==> src/rtl/pipelined_add_sub.sv <==
// Carry-pipelined adder/subtractor: CHUNK-bit ripple slices, one slice per registered stage,
// with a single global advance enable driven by the output handshake.
module pipelined_add_sub #(
    parameter int WIDTH = 16,
    parameter int CHUNK = 4
) (
    input  logic             clk,
    input  logic             rst_n,
    input  logic             in_valid,
    output logic             in_ready,
    input  logic [WIDTH-1:0] inp1,
    input  logic [WIDTH-1:0] inp2,
    input  logic             cin,
    input  logic             sub,
    output logic             out_valid,
    input  logic             out_ready,
    output logic [WIDTH-1:0] sum,
    output logic             cout,
    output logic             ovf,
    output logic             zero,
    output logic             neg
);

    localparam int STAGES = (CHUNK < 1) ? 1 : WIDTH / CHUNK;
    localparam int LAST   = STAGES - 1;

    if (CHUNK < 1 || (WIDTH % ((CHUNK < 1) ? 1 : CHUNK)) != 0) begin : g_bad_param
        $fatal(1, "pipelined_add_sub: WIDTH must be a positive multiple of CHUNK");
    end

    // Per-stage registers; each stage carries the full operand/partial-sum words and the
    // stage only rewrites its own slice of the partial sum.
    logic [WIDTH-1:0] a_reg [STAGES];
    logic [WIDTH-1:0] b_reg [STAGES];
    logic [WIDTH-1:0] s_reg [STAGES];
    logic             c_reg [STAGES];
    logic             v_reg [STAGES];
    logic             ovf_reg;
    logic             zero_reg;
    logic             neg_reg;

    logic [WIDTH-1:0] a_src [STAGES];
    logic [WIDTH-1:0] b_src [STAGES];
    logic [WIDTH-1:0] s_src [STAGES];
    logic             c_src [STAGES];
    logic [WIDTH-1:0] s_next [STAGES];
    logic             c_next [STAGES];
    logic [CHUNK:0]   slice_sum [STAGES];
    logic             msb_carry_in;
    logic             ovf_next;
    logic             adv;

    assign adv       = out_ready || !v_reg[LAST];
    assign in_ready  = adv;
    assign out_valid = v_reg[LAST];
    assign sum       = s_reg[LAST];
    assign cout      = c_reg[LAST];
    assign ovf       = ovf_reg;
    assign zero      = zero_reg;
    assign neg       = neg_reg;

    always_comb begin
        // Subtraction is A + ~B + ~cin, so borrow-in maps onto an inverted carry-in.
        a_src[0] = inp1;
        b_src[0] = inp2 ^ {WIDTH{sub}};
        s_src[0] = '0;
        c_src[0] = cin ^ sub;
        for (int k = 1; k < STAGES; k++) begin
            a_src[k] = a_reg[k-1];
            b_src[k] = b_reg[k-1];
            s_src[k] = s_reg[k-1];
            c_src[k] = c_reg[k-1];
        end
        for (int k = 0; k < STAGES; k++) begin
            slice_sum[k] = {1'b0, a_src[k][k*CHUNK +: CHUNK]}
                         + {1'b0, b_src[k][k*CHUNK +: CHUNK]}
                         + {{CHUNK{1'b0}}, c_src[k]};
            s_next[k]                    = s_src[k];
            s_next[k][k*CHUNK +: CHUNK]  = slice_sum[k][CHUNK-1:0];
            c_next[k]                    = slice_sum[k][CHUNK];
        end
        // Carry into the MSB recovered from the MSB's own sum bit and operand bits.
        msb_carry_in = a_src[LAST][WIDTH-1] ^ b_src[LAST][WIDTH-1] ^ s_next[LAST][WIDTH-1];
        ovf_next     = msb_carry_in ^ c_next[LAST];
    end

    always_ff @(posedge clk or negedge rst_n) begin
        if (!rst_n) begin
            for (int k = 0; k < STAGES; k++) begin
                a_reg[k] <= '0;
                b_reg[k] <= '0;
                s_reg[k] <= '0;
                c_reg[k] <= 1'b0;
                v_reg[k] <= 1'b0;
            end
            ovf_reg  <= 1'b0;
            zero_reg <= 1'b0;
            neg_reg  <= 1'b0;
        end else if (adv) begin
            v_reg[0] <= in_valid;
            for (int k = 1; k < STAGES; k++) begin
                v_reg[k] <= v_reg[k-1];
            end
            for (int k = 0; k < STAGES; k++) begin
                a_reg[k] <= a_src[k];
                b_reg[k] <= b_src[k];
                s_reg[k] <= s_next[k];
                c_reg[k] <= c_next[k];
            end
            ovf_reg  <= ovf_next;
            zero_reg <= ~|s_next[LAST];
            neg_reg  <= s_next[LAST][WIDTH-1];
        end
    end

endmodule

==> config.mk <==
export PLATFORM = sky130hd
export DESIGN_NAME = pipelined_add_sub
export DESIGN_NICKNAME = d
export VERILOG_FILES = /design/src/rtl/pipelined_add_sub.sv
export SDC_FILE = /design/constraint.sdc
export NUM_CORES = 1
export LEC_CHECK = 0
export ABC_AREA = 1
export CAP_MARGIN = 20
export CORE_ASPECT_RATIO = 0.8
export CORE_UTILIZATION = 45
export DETAILED_ROUTE_END_ITERATION = 8
export GPL_TIMING_DRIVEN = 0
export PLACE_DENSITY = 0.67
export SLEW_MARGIN = 20
export SYNTH_ARGS = -nofsm -noshare
export SYNTH_HDL_FRONTEND = slang
export SYNTH_SLANG_ARGS = --single-unit
==> constraint.sdc <==
create_clock -name clk -period 2 [get_ports clk]
set_input_delay 0.2 -clock clk [delete_from_list [all_inputs] [get_ports clk]]
set_output_delay 0.2 -clock clk [all_outputs]
set_load 0.01 [all_outputs]
# [Word-level counts from Yosys, hierarchy flattened]
# Index checks and enable logic that the tools add are counted.
[word_totals] ff_bits=147 input_bits=38 output_inout_bits=22 elab_cells=38
[op_classes] add_sub_neg=8 bitwise_logic=5 reduce_logical=4
[ops] op="adder 4 x 4 -> 5 bit" n=4
[ops] op="adder 5 x 1 -> 5 bit" n=4
[ops] op="OR reduction 16 bit" n=1
[ops] op="XOR 16 bit" n=1
[ops] op="XOR 1 bit" n=4
[ops] op="logical NOT 1 bit" n=2
[ops] op="logical OR 1 bit" n=1

# [Depth between registers and ports, before layout]
[logic_depth] word_depth=4 depth_mapped=9 depth_no_buf=8

# [Worst setup path after synthesis]
# Ideal clock, no wire load.
[synth_timing] path_kind="input to register" start="input port sub" end="register c_reg[3] in the netlist's numbering" setup_time_ns=0.126 arrival_ns=1.742 required_time_ns=1.874 slack_ns=0.132 cell_stages=9 path_buffers=2 cell_sequence="buf_6 -> buf_8 -> xor2_1 -> fa_1 -> fa_1 -> nand2_1 -> inv_1 -> o21ai_0 -> a21oi_1"
[synth_between] elab_chain_cells=3 word_cells_on_any_way=4 classes_between="add/sub: 2; bitwise: 2"
[synth_rtl] element="start: declaration" line="14" source="input logic sub,"
[synth_rtl] element="XOR 16 bit" line="65" source="b_src[0] = inp2 ^ {WIDTH{sub}};"
[synth_rtl] element="adder 4 x 4 -> 5 bit" line="76" source="+ {1'b0, b_src[k][k*CHUNK +: CHUNK]}"
[synth_rtl] element="adder 5 x 1 -> 5 bit (*)" line="77" source="+ {{CHUNK{1'b0}}, c_src[k]};"
[synth_rtl] element="end signal: indexed assignment" line="108" source="c_reg[k] <= c_next[k];"
[synth_rtl] element="end: declaration" line="36" source="logic c_reg [STAGES];"
# Every way passes the cells marked *; elsewhere a longest branch is shown, timed or not.
# A chain may end at the register's enable or synchronous reset.

==> flow_summary_export.csv <==
group,metric,value,unit
outcome,status,"complete, no violations",
critical_path,cp-start-kind,"flop",
die,fp.coreArea,9310,sq um
critical_path,worstRegToRegCells,7,
critical_path,critPathLaunch,"c_reg[1]",
global_route,grt_pass1_vias,3374,
placed_design,dp.cells,657,
critical_path,cpMaxStageDelayCell,"fa_1",
critical_path,worst_ep_arrival_time,2.16,ns
logic_synthesis,yosysUniqueCellTypes,24,
pwr,switching_power,3110,uW
routing,wire_per_inst,14.4,microns
clocking,cts_tree,"built",
routing,drtPass1Iterations,5,
final_layout,area_growth,24.5,%
routing,routed_wl,9760,microns
critical_path,cp.required,2.27,ns
logic_synthesis,ys.flop_type,"dfrtp_1",
die,die_h,90.7,microns
job,maxCapViolCount,0,
critical_path,path_class,"reg -> reg",
pwr,p_comb_share,39.4,%
critical_path,cp_slowest_stage_delay,0.52,ns
global_route,grt_use_met2,33.8,%
routing,via_per_inst,4.94,
timing,slew_violations,0,
timing,tightest_slew,0.550,ns
routing,drt_iter0_markers,193,
pwr,sw_frac_of_total,37.0,%
die,rows,31,
min_path,whs_path_depth,3,
critical_path,reg2reg_to,"zero",
timing,skew,0.00667,ns
logic_synthesis,synthCells,483,
pwr,cell_internal_pwr,5300,uW
die,die_width,113,microns
pwr,irDropWorstVdd,521,uV
pwr,clkPwrFrac,20.6,%
logic_synthesis,yosysSeqAreaShare,55.4,%
global_route,grt_max_degree,57,
global_route,antenna_found_initial,0,
pwr,pwr-share-seq,40.0,%
logic_synthesis,ys_warn_count,0,
timing,fin_crit_sh,94.4,%
clocking,cts.path.max_buffers,2,
global_route,grt_pass1_wl,16600,microns
pwr,leakage,0.00270,uW
routing,num_vias,3340,
placed_design,place_congestion,0.805,
timing,clock.fmax,530,MHz
critical_path,worst-path-max-fanout,2,
global_route,met3_usage,4.63,%
min_path,min_to,"b_reg[57]",
clocking,numCtsBuffers,9,
die,start_util,47.6,%
final_layout,nNetsFinal,614,
min_path,worstHoldStart,"sub",
global_route,busiest_layer,"met2",
critical_path,path_buf_inv,0,
pwr,powerDensity,1530,nW/um^2
final_layout,layout-drive-gt1-share,8.20,%
logic_synthesis,synth_edf_count,0,
final_layout,n_antenna_cell,0,
critical_path,reg2reg_setup_slack,0.11,ns
logic_synthesis,syn_area_per_cell,9.17,sq um
clocking,clk-insertion-delay-late,0.34,ns
critical_path,crit_path_end_kind,"flop",
logic_synthesis,async_flop_share,100,%
die,dieArea,10200,sq um
critical_path,crit_family,"adder cells",
timing,relSlewSlack,63.3,%
min_path,hold_class,"in -> reg",
timing,final.min_clock_period,1.89,ns
timing,setup-violations-final,0,
clocking,htree_levels,3,
global_route,overflow,0,
clocking,cts_sinks,98,
timing,whs,0.199,ns
die,ioPinCount,60,
placed_design,dp_hpwl,7020,microns
global_route,grt_use_met1,29.4,%
final_layout,final_cell_count_no_fill,676,
logic_synthesis,yosys_register_bits,98,
routing,final_antenna_net_count,0,
critical_path,reg2reg_from,"c_reg[1]",
logic_synthesis,synth.net_count,541,
global_route,track_usage,21.2,%
clocking,ctsRootBufferMaster,"clkbuf_16",
placed_design,portBuffers,58,
routing,drc,0,
critical_path,path_cells,"fa_2 > fa_1 > nor2_1 > nand2_1 > nor2_2 > nand3_2 > o21ai_1",
logic_synthesis,synth_area,4430,sq um
timing,finalHoldViolations,0,
clocking,clk_pin_slew,0.07,ns
## placed cells by master (no fill, tap or decap), types with 7 or more instances in the layout
master             n
nor2_1            17
o21ai_0           54
fa_1               7
inv_1             35
dfrtp_1           98
buf_6              7
ha_1              12
clkdlybuf4s50_1   57
nand2_1          188
buf_2             11
nand3_1           11
xnor2_1           12
clkbuf_16          9
## cells in the mapped netlist (2+ instances only)
library cell,number,area (sq um)
nor2_1,18,67.6
clkbuf_1,2,7.51
o21ai_0,55,275
buf_2,12,60.1
xnor2_1,12,105
nand3_1,12,60.1
dfrtp_1,98,2450
nand2_1,188,706
xor2_1,5,43.8
inv_1,35,131
fa_1,8,160
a21oi_1,6,30.0
nand3b_1,5,37.5
ha_1,12,150
buf_6,6,67.6
## how the worst max path moves through the flow
stage | cells after the start | endpoint | slack (ns)
6_report | 7 | zero | 0.11
5_1_grt | 8 | ovf | -0.002
4_1_cts | 7 | zero | 0.08
3_5_place_dp | 8 | c_reg[3] | -0.15
3_3_place_gp | 1 | a_reg[62] | -2.80
2_1_floorplan | 9 | c_reg[3] | 0.13
## kinds of logic after synthesis
kind of cell | share of synthesized area, %
simple gates | 20.1
flops | 55.4
compound gates | 7.38
buf+inv | 6.78
fa+ha+maj | 7.01
xor+xnor | 3.36
## power groups by stage
stage | clock network, uW | registers [uW] | logic (uW)
detailed placement | 0 | 3400 | 3220
finish | 1730 | 3370 | 3320
floorplan | 0 | 3360 | 1970
global route | 1830 | 3470 | 3790
global placement | 0 | 3360 | 3090
CTS | 1750 | 3370 | 3230
## tightest hold or removal path: cells and delay by family
family	cells	cell delay, ns
AOI/OAI and AO/OA	1	0.06
buffers and inverters	1	0.13
xor gates and xnor gates	1	0.12
## what timing repair did
item / CTS / global route
gates cloned: 0 / 0
buffers inserted: 0 / 3
resized for setup: 0 / 4
endpoints found under the setup margin: 1 / 2
pin swaps: 0 / 4
endpoints found under the hold margin: 42 / 0
hold buffers: 1 / 0
## routing by layer
layer / wire (microns) / part of all wire (%)
met1: 4860 / 50
met2: 4340 / 44
met3: 423 / 4.3
met4: 130 / 1.3
met5: 0 / 0
## area by class of cell
| cell class | count | area [sq um] |
|---|---|---|
| Sequential cell | 98 | 2450 |
| Fill cell | 847 | 3800 |
| Tap cell | 115 | 144 |
| Clock buffer | 9 | 225 |
| Timing Repair Buffer | 63 | 642 |
| Multi-Input combinational cell | 326 | 1680 |
| Inverter | 36 | 138 |
| Buffer | 22 | 158 |
| Clock inverter | 7 | 67.6 |
## metrics by stage
stage	utilization [%]	setup WS (ns)	setup TNS [ns]	total power (uW)	cell area, sq um
after floorplan	-	0.132	0	5330	4430
after global placement	55.3	-2.80	-273.66	6450	5150
after detailed placement	55.6	-0.147	-0.258	6610	5180
after CTS	58.8	0.0836	0	8350	5480
after global routing	59.2	-0.00166	-0.00166	9100	5510
final	59.2	0.112	0	8420	5510
(Power assumes the default switching activity.)
